## src/rtl/tmds_channel_decoder.sv

```systemverilog
// Receive side of one TMDS channel: finds word alignment by requesting bit slips
// until control tokens lock, then decodes each 10-bit word to pixel data or {C1,C0}.
module tmds_channel_decoder #(
  parameter int SEARCH_WIN    = 1024,
  parameter int CTRL_LOCK_CNT = 16,
  parameter int SLIP_SETTLE   = 4
) (
  input  logic       clk,
  input  logic       rst,
  input  logic [9:0] tmds_in,
  output logic [7:0] data_out,
  output logic       de_out,
  output logic [1:0] c_out,
  output logic       bitslip_out,
  output logic [3:0] slip_cnt_out,
  output logic       aligned_out
);

  localparam int WIN_W = $clog2(SEARCH_WIN);
  localparam int RUN_W = $clog2(CTRL_LOCK_CNT + 1);
  localparam int SET_W = $clog2(SLIP_SETTLE + 1);

  localparam logic [WIN_W-1:0] WIN_LAST    = WIN_W'(SEARCH_WIN - 1);
  localparam logic [RUN_W-1:0] RUN_MAX     = RUN_W'(CTRL_LOCK_CNT);
  localparam logic [SET_W-1:0] SETTLE_LAST = SET_W'(SLIP_SETTLE - 1);

  typedef enum logic [1:0] {SEARCH, SLIP, SETTLE, LOCKED} state_t;

  state_t            state, next_state;
  logic              is_ctrl;
  logic [1:0]        ctrl_val;
  logic [7:0]        q;
  logic [7:0]        data_dec;
  logic [WIN_W-1:0]  win_cnt;
  logic [WIN_W-1:0]  gap_cnt;
  logic [RUN_W-1:0]  run_cnt;
  logic [SET_W-1:0]  settle_cnt;
  logic              enter_slip;
  logic              enter_lock;

  always_comb begin
    is_ctrl  = 1'b1;
    ctrl_val = 2'b00;
    case (tmds_in)
      10'b1101010100: ctrl_val = 2'b00;
      10'b0010101011: ctrl_val = 2'b01;
      10'b0101010100: ctrl_val = 2'b10;
      10'b1010101011: ctrl_val = 2'b11;
      default:        is_ctrl  = 1'b0;
    endcase
  end

  // Undo the optional inversion (bit 9), then the XOR/XNOR transition chain (bit 8).
  always_comb begin
    q           = tmds_in[9] ? ~tmds_in[7:0] : tmds_in[7:0];
    data_dec    = '0;
    data_dec[0] = q[0];
    for (int i = 1; i < 8; i++) begin
      data_dec[i] = tmds_in[8] ? (q[i] ^ q[i-1]) : ~(q[i] ^ q[i-1]);
    end
  end

  always_ff @(posedge clk) begin
    if (rst) state <= SEARCH;
    else     state <= next_state;
  end

  // Lock takes priority over a slip when both fall due in the same cycle.
  always_comb begin
    next_state = state;
    case (state)
      SEARCH: begin
        if (run_cnt == RUN_MAX)       next_state = LOCKED;
        else if (win_cnt == WIN_LAST) next_state = SLIP;
      end
      SLIP:   next_state = SETTLE;
      SETTLE: if (settle_cnt == SETTLE_LAST) next_state = SEARCH;
      LOCKED: if (gap_cnt == WIN_LAST)       next_state = SEARCH;
      default: next_state = SEARCH;
    endcase
  end

  always_comb begin
    enter_slip = (next_state == SLIP);
    enter_lock = (next_state == LOCKED);
  end

  always_ff @(posedge clk) begin
    if (rst) begin
      win_cnt      <= '0;
      gap_cnt      <= '0;
      run_cnt      <= '0;
      settle_cnt   <= '0;
      data_out     <= '0;
      de_out       <= 1'b0;
      c_out        <= '0;
      bitslip_out  <= 1'b0;
      slip_cnt_out <= '0;
      aligned_out  <= 1'b0;
    end else begin
      win_cnt    <= (state == SEARCH && next_state == SEARCH) ? win_cnt + 1'b1 : '0;
      gap_cnt    <= (state == LOCKED && next_state == LOCKED && !is_ctrl) ? gap_cnt + 1'b1 : '0;
      settle_cnt <= (state == SETTLE) ? settle_cnt + 1'b1 : '0;

      // Words seen while the deserializer realigns say nothing about alignment.
      if (state == SLIP || state == SETTLE || (state == LOCKED && next_state == SEARCH) || !is_ctrl)
        run_cnt <= '0;
      else if (run_cnt != RUN_MAX)
        run_cnt <= run_cnt + 1'b1;

      bitslip_out <= enter_slip;
      aligned_out <= enter_lock;
      if (enter_slip)
        slip_cnt_out <= (slip_cnt_out == 4'd9) ? 4'd0 : slip_cnt_out + 4'd1;

      if (is_ctrl) begin
        de_out <= 1'b0;
        c_out  <= ctrl_val;
      end else begin
        data_out <= data_dec;
        de_out   <= enter_lock;
      end
    end
  end

endmodule
```

## config.mk

```make
export PLATFORM = sky130hd
export DESIGN_NAME = tmds_channel_decoder
export DESIGN_NICKNAME = d
export VERILOG_FILES = /design/src/rtl/tmds_channel_decoder.sv
export SDC_FILE = /design/constraint.sdc
export NUM_CORES = 1
export LEC_CHECK = 0
export CAP_MARGIN = 40
export CORE_ASPECT_RATIO = 0.6
export CORE_MARGIN = 4
export CORE_UTILIZATION = 40
export DETAILED_ROUTE_END_ITERATION = 16
export PLACE_DENSITY = 0.69
export SLEW_MARGIN = 20
export SYNTH_ARGS = -nofsm -noshare
export SYNTH_HDL_FRONTEND = slang
export SYNTH_SLANG_ARGS = --single-unit
```

## constraint.sdc

```tcl
create_clock -name clk -period 2.1 [get_ports clk]
set_input_delay 0.42 -clock clk [delete_from_list [all_inputs] [get_ports clk]]
set_output_delay 0.42 -clock clk [all_outputs]
set_load 0.05 [all_outputs]
```

==> run summary <==
================================================================================
Kind of capture point of the worst setup path                               flop
Flops & latches, synth                                                        47
Register share of total power                                              0.499
Register area share after synthesis                                       0.4096
Design area                                                           3236 sq um
Final Critical Period                                                   2.110 ns
Worst min-delay path category                                       flop to flop
Startpoint kind of the worst setup timing path                              flop
GRT Util Overall                                                          0.1481
Nets in the synthesized netlist                                              275
Cell area after technology mapping                                    2297 sq um
Number of standard cells after synthesis                                     251
Total wire length after detailed routing                                 5233 um
Combinational fraction of design power                                     0.208
# Max-Cap Violations                                                           0
Die Area                                                              7059 sq um
Run status                                                          finished, violations left
Remaining max-slew budget at the tightest pin                             0.6382
Cells on worst reg2reg path                                                    8
Period Utilization, post-route                                             1.005
Total via count in the routed design                                       1,943
Critical path start-end classification                              flop to flop
Count of final max-slew check failures                                         0
Area of the core                                                      5570 sq um
Height of the chip                                                      66.70 um
# DRC                                                                          0
Power density over the cells                                        585.0 nW/um^2
Clock buffer count from CTS                                                    5
Count of buffers from port buffering                                          28
Number of distinct library cells after synthesis                              47
Transition time at the pin with the least slew margin                  0.5410 ns
Maximum clock frequency                                                474.0 MHz
Total placed cells including tap cells                                       381
Primary flip-flop cell chosen by synthesis mapping                       dfxtp_1
Number of clock sinks                                                         47
Hold slack                                                             0.4461 ns
Drt pass-1 iters                                                               4
Worst ir drop on vdd                                                 0.0002685 V
Area growth syn-to-layout                                                 40.85%
Placer Congestion                                                         0.8312
Largest net degree at the start of global routing                             16
Power consumption                                                       1.893 mW
Count of endpoints failing hold in the final timing report                     0
Critical Path RT                                                         2.34 ns
Final ANT Viol Nets                                                            0
CTS clk-pin slew, worst paths                                            0.09 ns
Wire length of the first global-routing pass                             8231 um
Setup slack after layout                                            -0.009712 ns
Clk root buf                                                            clkbuf_8
Violations in the final reports                                     negative setup slack
Worst-case clock buffer depth                                                  2
Initial cell density of the core                                          0.4124
Clock Skews                                                           0.01085 ns
Unrepaired setup endpoints after global routing                              yes
Post-detailed-route via-to-cell ratio                                      4.919
Clk_lat worst skew                                                       0.30 ns
Cell area after placement                                             2859 sq um
Critical Path Source                                                state[0]$_SDFF_PP0_
Number of setup violations in the final report                                 1
Wire length per cell after detailed routing                             13.25 um
Post-placement worst setup slack                                      -0.2042 ns
HPWL after detailed placement                                            3753 um
TritonCTS clock tree                                                       built
Post-synthesis async set-or-reset flop share                                   0
Arrival time at the worst endpoint                                       2.35 ns
Share of total power in the clock network                                  0.294
Post-layout net count                                                        338
Cell internal pwr                                                       1.336 mW
Number of flops mapped to enable cells by yosys                                0
Antenna cell count                                                             0
Share of cells above drive strength 1                                     0.2730
Total net switching power                                              0.5571 mW
H-tree depth reported by CTS                                                   2
Leak                                                                    1.194 nW
FF-to-FF End                                                        win_cnt[1]$_SDFF_PP0_
Vias in the first global route                                             1,781
Row Count                                                                     21
Final Instance Count excl. Fillers                                           395
Initial DRC Count                                                             42
Die Span X                                                              105.8 um
Number of antenna violations at the first check in global routing              0
Switching share of power                                                  0.2943
Grt ovf                                                                        0
Setup slack of the worst register-to-register path                      -0.01 ns
Per-instance average area after synthesis                            9.152 sq um
Critical Path End                                                   win_cnt[1]$_SDFF_PP0_
Start of the worst register-to-register path                        state[0]$_SDFF_PP0_
Yosys warns                                                                    0
Max Fanout on Critical Path                                                    5
Top Ports                                                                     29
================================================================================
-- state kept, by name, indices dropped and copies added (netlist names) --
register and cells:
data_out 8, settle_cnt 3, de_out 1, gap_cnt 10
slip_cnt_out 4, win_cnt 10, state 2, c_out 2
bitslip_out 1, run_cnt 5, aligned_out 1
-- area by class of cell --
class	count	area (sq um)
fillers	509	2335
multi-input cells	183	1466
flip-flops and latches	47	944.7
repair buffers	65	591.8
well taps	80	100.1
clock buffers	5	68.82
inverters	12	45.04
clock inverters	3	18.77
-- worst max-delay path: stages, from the launching register on --
cell and delay (ns):
dfxtp_2 0.36, inv_2 0.06, ha_4 0.15, nor2b_4 0.15, nor3b_4 0.24, a41oi_2 0.21, or4b_4 0.60, clkbuf_16 0.20
nor2_4 0.07
-- worst min path at each step --
stage                                         from                       end  slack, ns  cells after the start
final                     settle_cnt[0]$_SDFF_PP0_  settle_cnt[0]$_SDFF_PP0_       0.45                      1
after global routing      settle_cnt[0]$_SDFF_PP0_  settle_cnt[0]$_SDFF_PP0_       0.46                      1
after CTS                 settle_cnt[0]$_SDFF_PP0_  settle_cnt[0]$_SDFF_PP0_       0.43                      1
after detailed placement  settle_cnt[0]$_SDFF_PP0_  settle_cnt[0]$_SDFF_PP0_       0.42                      1
after global placement    settle_cnt[0]$_SDFF_PP0_  settle_cnt[0]$_SDFF_PP0_       0.41                      1
after floorplan           settle_cnt[0]$_SDFF_PP0_  settle_cnt[0]$_SDFF_PP0_       0.40                      1
-- per-layer routing --
metal  wire length [um]  part of all wire  vias up  GRT usage
li1                   -                 -      993          -
met1               2740              0.52      911     0.2143
met2               2235              0.43       32     0.2143
met3                188             0.036        7    0.03872
met4                 69             0.013        0    0.04362
met5                  0                 0        -          0
-- timing repair --
item / in CTS / in global routing
buffers inserted: 1 / 3
gates resized for setup: 4 / 43
pin swaps: 3 / 13
gates cloned: 0 / 2
hold buffers: 0 / 0
endpoints found under the setup margin: 28 / 31
endpoints found under the hold margin: 0 / 0
-- kinds of logic (layout without fill, tap and decap cells) --
logic type / Yosys count / in the layout / synth area share
xor gates and xnor gates: 32 / 32 / 0.1220
DFF: 47 / 47 / 0.4096
AOI/OAI and AO/OA: 26 / 26 / 0.07626
and+or+nand+nor: 109 / 109 / 0.2669
muxes: 4 / 4 / 0.01797
buffers and inverters: 21 / 85 / 0.04194
adders and majority gates: 12 / 12 / 0.06536
-- cell usage after synthesis (10+ instances only) --
cell     count  area share
nor4_1      13       0.035
nand2_1     12       0.020
dfxtp_1     47        0.41
xnor2_1     18       0.069
nor2_1      26       0.042
ha_1        12       0.065
inv_1       11       0.018
nand3_1     14       0.031
nor2_2      10       0.027
xor2_1      14       0.053
-- cell usage in the layout, fill, tap and decap left out, drive strengths merged, types with 2 or more instances in the layout --
master,synthesis,final
nor3,4,4
clkbuf,2,6
nor2,36,36
o31ai,4,4
nand2,12,12
inv,11,12
nand4,5,5
ha,12,12
or2,3,3
xnor2,18,18
nor2b,5,5
a211oi,5,5
mux2i,3,3
dfxtp,47,47
xor2,14,14
nor3b,2,2
nor4,13,13
clkdlybuf4s50,0,28
or3,2,2
nand2b,2,2
o21ai,5,5
clkinv,1,3
nand3,15,15
buf,7,36
and3,2,2
and4bb,3,3
a21oi,4,4
-- power groups by stage --
stage	Combinational, mW	Sequential, mW	Clock [mW]
floorplan	0.136	1.02	0
global placement	0.306	0.962	0
detailed placement	0.309	0.962	0
CTS	0.315	0.942	0.574
global route	0.419	0.949	0.618
finish	0.393	0.944	0.556
-- metrics by stage --
stage | utilization | setup TNS [ns]
after floorplan | - | 0
after detailed placement | 0.5133 | -4.483
final | 0.5809 | -0.009712
after global routing | 0.5809 | -0.7232
after global placement | 0.5133 | -2.947
after CTS | 0.5330 | 0
(Power assumes the default switching activity.)
==> variant 1, RTL diff (same settings) <==
Change the parameter `CTRL_LOCK_CNT` from 16 to 64.
--- a/src/rtl/tmds_channel_decoder.sv
+++ b/src/rtl/tmds_channel_decoder.sv
@@ -4,3 +4,3 @@
   parameter int SEARCH_WIN    = 1024,
-  parameter int CTRL_LOCK_CNT = 16,
+  parameter int CTRL_LOCK_CNT = 64,
   parameter int SLIP_SETTLE   = 4
Check against the original RTL: same outputs for any inputs over 10 cycles, from zero or initial values and one cycle with rst high; that may be too few to reach the edited logic, so the function may still have changed.
==> variant 1 against the unedited design <==
- the flow still finishes with violations (setup timing)
- synthesized area is 9.3% higher
- maximum frequency is 1.2% lower
- utilization is 1.5 points higher
- wire length is 20% higher
- setup slack worse by 0.025 ns
- highest routed layer unchanged
- final area is 13% higher
- sequential cell count is 2 higher
- via count is 14% higher
- total power is 4.7% lower
- worst hold slack worse by 0.011 ns
- die area is 8.3% higher
==> variant 1: results (changes against the unedited design) <==
* Status: finished, violations left (unchanged)
* Violated checks: setup timing (unchanged)
* Worst r2r dst: slip_cnt_out[2]$_SDFFE_PP0P_ (was win_cnt[1]$_SDFF_PP0_)
* Share of layout cells above drive strength 1 at 32.3% (was 27.3%)
* CP peak stage delay at 0.37 ns (was 0.60 ns)
* Synthesized area per cell at 9.40 um2 (was 9.15 um2)
* Port bufs at 28 (unchanged)
* Syn Nets at 291 (was 275)
* Worst r2r path cells at 7 (was 8)
* Yosys cell types at 49 (was 47)
* Fillers at 528 (was 509)
* DR vias/cell at 4.98 (was 4.92)
* GR met3 Demand/Resource at 4.65% (was 3.87%)
* Worst-Skew Late Latency at 0.31 ns
* CP max FO at 4 (was 5)
* Sum Neg Setup Slack at -0.0485 ns (was -0.00971 ns)
* Clock skew at 0.00935 ns (was 0.0108 ns)
* Clock power share at 33.5% (was 29.4%)
* Number of diodes at 0 (unchanged)
* Met1 Track Usage GR at 25.0% (was 21.4%)
* Top cells by area, synth: dfxtp_1 39%, xnor2_1 6.3%, ha_1 6.0% (was dfxtp_1 41%, xnor2_1 6.9%, ha_1 6.5%)
* Final setup viols at 2 (was 1)
* H-tree depth at 2 (unchanged)
* Cell-internal power at 1.33 mW (was 1.34 mW)
* Peak supply drop at 0.413 mV (was 0.269 mV)
* DP HPWL at 4.52 mm (was 3.75 mm)
* Lkg Pwr at 1.46 nW (was 1.19 nW)
* First-pass GRT wire length at 10.4 mm (was 8.23 mm)
* Clock Tree Buf Depth at 2 (unchanged)
* Final GP Congestion at 0.855 (was 0.831)
* Nets at 382 (was 338)
* Logic gate share of total power at 13.2% (was 20.8%)
* Min-delay worst type: flop to flop (unchanged)
* Slew @ Worst Pin at 0.534 ns (was 0.541 ns)
* Clock Pin Slew Worst Setup and Hold Paths at 0.09 ns (about the same)
* Hold Crit Depth at 1 (unchanged)
* Crit-path slowest cell: dfxtp_2 (was or4b_4)
* Seq/Total Area, Yosys at 39.1% (was 41.0%)
* TritonCTS Buffers at 5 (unchanged)
* Pin count of the biggest net entering global routing at 21 (was 16)
* Drt wl/cell at 14.2 um (was 13.2 um)
* Setup slack after layout at -0.0343 ns (was -0.00971 ns)
* Number of DRC markers in iteration 0 at 89 (was 42)
* Most instantiated cells after synthesis: 49 x dfxtp_1, 33 x nor2_1, 18 x xnor2_1, 17 x xor2_1, 14 x inv_1 (was 47 x dfxtp_1, 26 x nor2_1, 18 x xnor2_1, 14 x nand3_1, 14 x xor2_1)
* Worst slack, placed at -0.458 ns (was -0.204 ns)
* Reg2reg start: win_cnt[1]$_SDFF_PP0_ (was state[0]$_SDFF_PP0_)
* Vias at 2206 (was 1943)
* Cell area after placement at 3320 um2 (was 2860 um2)
* Met2 usage at 24.5% (was 21.4%)
* Root Driver: clkbuf_8 (unchanged)
* Pwr Density at 495 nW/um2 (was 585 nW/um2)
* GRT Util Overall at 17.0% (was 14.8%)
* Initial antenna violation count at 0 (unchanged)
* # placed instances at 430 (was 381)
## variant 1: layer usage
layer | share of wire, % | wire [um] | up-vias
met5 | 0 | 0 | -
met4 | 0.89 | 56 | 0
met3 | 3.5 | 219 | 8
met2 | 44 | 2780 | 32
met1 | 51 | 3230 | 1048
li1 | - | - | 1118
## variant 1: worst min-delay path by stage
stage / startpoint / to / slack [ns]
floorplan: settle_cnt[0]$_SDFF_PP0_ / settle_cnt[0]$_SDFF_PP0_ / 0.40
global placement: settle_cnt[0]$_SDFF_PP0_ / settle_cnt[0]$_SDFF_PP0_ / 0.41
detailed placement: settle_cnt[0]$_SDFF_PP0_ / settle_cnt[0]$_SDFF_PP0_ / 0.42
CTS: settle_cnt[0]$_SDFF_PP0_ / settle_cnt[0]$_SDFF_PP0_ / 0.44
global route: settle_cnt[0]$_SDFF_PP0_ / settle_cnt[0]$_SDFF_PP0_ / 0.46
finish: settle_cnt[0]$_SDFF_PP0_ / settle_cnt[0]$_SDFF_PP0_ / 0.43
## variant 1: final cells by class
type                    instances  area, um2  share of cell area (%)
repair buffers                 90        778                    21.4
clock buffers                   6       82.6                    2.27
flip-flops and latches         49        990                    27.2
inverters                      14       52.6                    1.44
well taps                      84        105                    2.89
multi-input cells             198       1620                    44.5
clock inverters                 2       13.8                   0.378
## variant 1: timing repair
action | in CTS | in global routing
endpoints found under the setup margin | 19 | 38
pin swaps | 8 | 16
cloned | 1 | 0
gates resized for setup | 14 | 27
buffers inserted | 2 | 2
## variant 1: kinds of logic after synthesis
group	count (synthesis)	synth area share [%]
AO/OA/AOI/OAI	22	6.73
multiplexers	10	4.04
AND/OR/NAND/NOR	118	28.4
flip-flops	49	39.1
buffers and inverters	21	3.59
adder cells (fa/ha/maj)	12	5.98
XOR/XNOR	35	12.2
==> variant 2, RTL diff (same flow settings) <==
Without the edit above. The 4 states of `state_t` get a one-hot encoding in 4 bits.
--- a/src/rtl/tmds_channel_decoder.sv
+++ b/src/rtl/tmds_channel_decoder.sv
@@ -26,3 +26,3 @@
 
-  typedef enum logic [1:0] {SEARCH, SLIP, SETTLE, LOCKED} state_t;
+  typedef enum logic [3:0] {SEARCH = 4'b0001, SLIP = 4'b0010, SETTLE = 4'b0100, LOCKED = 4'b1000} state_t;
 
Formal check against the unedited RTL: same outputs for any inputs over 10 cycles, from zero or initial values and one cycle with rst high; not proved beyond that.
==> variant 2 against the unedited design <==
- global-route usage is 0.37 points lower
- wire length decreased by 7.5%
- via count is 4.3% lower
- sequential cell count rose by 2
- critical path depth fell by 2
- clock power up 25%
- total power fell by 0.81%
- final area decreased by 9.0%
- worst hold slack got worse by 0.017 ns
- die area decreased by 0.25%
- setup slack gained 0.053 ns
- sequential share of layout area increased by 4.1 points
- synthesized area decreased by 0.27%
- critical endpoint is now c_out[1]$_SDFFE_PP0P_
- largest cell class unchanged
- highest routed layer unchanged
==> variant 2: results (changes against the unedited design) <==
* Seq/Total Area, Yosys at 42.8% (was 41.0%)
* Nets at 316 (was 338)
* Port bufs at 28 (unchanged)
* Cells after synthesis at 252 (was 251)
* Vias in the first global route at 1731 (was 1781)
* Lkg Pwr at 1.05 nW (was 1.19 nW)
* Slew @ Worst Pin at 0.505 ns (was 0.541 ns)
* Final GP Congestion at 0.829 (was 0.831)
* DP HPWL at 3.57 mm (was 3.75 mm)
* CTS resizes at 0 (was 4)
* Status: finished clean (was finished, violations left)
* Drt total wl at 4.84 mm (was 5.23 mm)
* Peak supply drop at 0.324 mV (was 0.269 mV)
* Share of layout cells above drive strength 1 at 14.7% (was 27.3%)
* Most instantiated cells after synthesis: 49 x dfxtp_1, 29 x nor2_1, 21 x xnor2_1, 20 x nor3_1 (was 47 x dfxtp_1, 26 x nor2_1, 18 x xnor2_1, 14 x nand3_1, 14 x xor2_1)
* Post-CTS setup buffers at 0 (was 1)
* Worst r2r dst: slip_cnt_out[3]$_SDFFE_PP0P_ (was win_cnt[1]$_SDFF_PP0_)
* Worst Hold Launch: settle_cnt[0]$_SDFF_PP0_ (unchanged)
* Pin count of the biggest net entering global routing at 15 (was 16)
* Crit-path slowest cell: clkdlybuf4s50_1 (was or4b_4)
* Cell-internal power at 1.44 mW (was 1.34 mW)
* First-pass GRT wire length at 8.20 mm (was 8.23 mm)
* Top cells by area, synth: dfxtp_1 43%, xnor2_1 8.0%, nor2_1 4.8% (was dfxtp_1 41%, xnor2_1 6.9%, ha_1 6.5%)
* # placed instances at 371 (was 381)
* Number of diodes at 0 (unchanged)
* Drt wl/cell at 12.8 um (was 13.2 um)
* Family with the most delay on the worst path: buffers and inverters (was simple AND/OR/NAND/NOR gates)
* Worst-Skew Late Latency at 0.30 ns (about the same)
* Flop-to-flop setup slack at 0.20 ns (was -0.01 ns)
* Async set-or-reset flop fraction in the synthesized netlist at 0% (unchanged)
* Syn Nets at 270 (was 275)
* Drt first pass iters at 5 (was 4)
* GRT Util Overall at 14.4% (was 14.8%)
* Number of DRC markers in iteration 0 at 88 (was 42)
* CP peak stage delay at 0.55 ns (was 0.60 ns)
* Initial antenna violation count at 0 (unchanged)
* Yosys cell types at 45 (was 47)
* Crit path arrival time at 2.30 ns (was 2.35 ns)
* DR vias/cell at 4.91 (was 4.92)
* CP max FO at 9 (was 5)
* Clock skew at 0.00685 ns (was 0.0108 ns)
* Worst r2r path cells at 7 (was 8)
* Clock Tree Buf Depth at 2 (unchanged)
-- variant 2: power by group through the flow --
stage / combinational [mW] / sequential, mW / clock, mW
floorplan: 0.0679 / 1.04 / 0
global placement: 0.216 / 0.985 / 0
detailed placement: 0.216 / 0.985 / 0
CTS: 0.217 / 0.964 / 0.722
global route: 0.232 / 0.968 / 0.763
finish: 0.218 / 0.965 / 0.695
-- variant 2: final cells by class --
| class | instances | area, um2 |
|---|---|---|
| clock inverters | 1 | 30.0 |
| clock buffers | 7 | 86.3 |
| well taps | 80 | 100 |
| multi-input cells | 177 | 1210 |
| fillers | 535 | 2630 |
| inverters | 14 | 52.6 |
| flip-flops and latches | 49 | 981 |
| repair buffers | 51 | 478 |
-- variant 2: routing by layer --
metal,vias up,part of all wire (%),wire length [um],global-route usage (%)
met3,7,4.0,195,3.39
li1,974,-,-,-
met4,0,0.87,42,3.39
met5,-,0,0,0
met2,32,39,1880,20.3
met1,846,56,2720,21.9
-- variant 2: worst max path at each step --
stage / slack (ns) / depth (start not counted) / endpoint / start
3_5_place_dp: -0.17 / 5 / run_cnt[2]$_SDFFE_PP0N_ / tmds_in[6]
2_1_floorplan: 0.29 / 6 / slip_cnt_out[2]$_SDFFE_PP0P_ / win_cnt[0]$_SDFF_PP0_
6_report: 0.04 / 6 / c_out[1]$_SDFFE_PP0P_ / tmds_in[5]
4_1_cts: 0.06 / 7 / slip_cnt_out[2]$_SDFFE_PP0P_ / run_cnt[0]$_SDFFE_PP0N_
5_1_grt: -0.06 / 6 / c_out[1]$_SDFFE_PP0P_ / tmds_in[5]
3_3_place_gp: -0.15 / 5 / run_cnt[2]$_SDFFE_PP0N_ / tmds_in[6]
-- variant 2: cell families (layout without fill, tap and decap cells) --
| group | Yosys count | count (layout) | synth area share [%] |
|---|---|---|---|
| flops | 49 | 49 | 42.8 |
| xor+xnor | 32 | 32 | 12.2 |
| mux | 3 | 3 | 1.42 |
| compound gates | 28 | 28 | 7.97 |
| simple gates | 108 | 108 | 27.6 |
| fa+ha+maj | 6 | 6 | 3.28 |
| buf+inv | 26 | 73 | 4.70 |
-- variant 2: stage by stage --
step	TNS, ns	instance area (um2)	hold WS [ns]	setup slack, ns	total power, mW
2_1_floorplan	0	2290	0.399	0.290	1.11
3_3_place_gp	-0.969	2810	0.414	-0.154	1.20
3_5_place_dp	-2.32	2810	0.418	-0.168	1.20
4_1_cts	0	2930	0.431	0.0583	1.90
5_1_grt	-0.297	2940	0.452	-0.0575	1.96
6_report	0	2940	0.429	0.0433	1.88
-- variant 2: worst reg2reg max path, cell delays in order (launching register included) --
cell      delay, ns
dfxtp_1        0.36
inv_1          0.07
ha_1           0.19
nor4bb_2       0.18
buf_4          0.16
nand3b_1       0.25
or4_1          0.45
a31oi_1        0.17
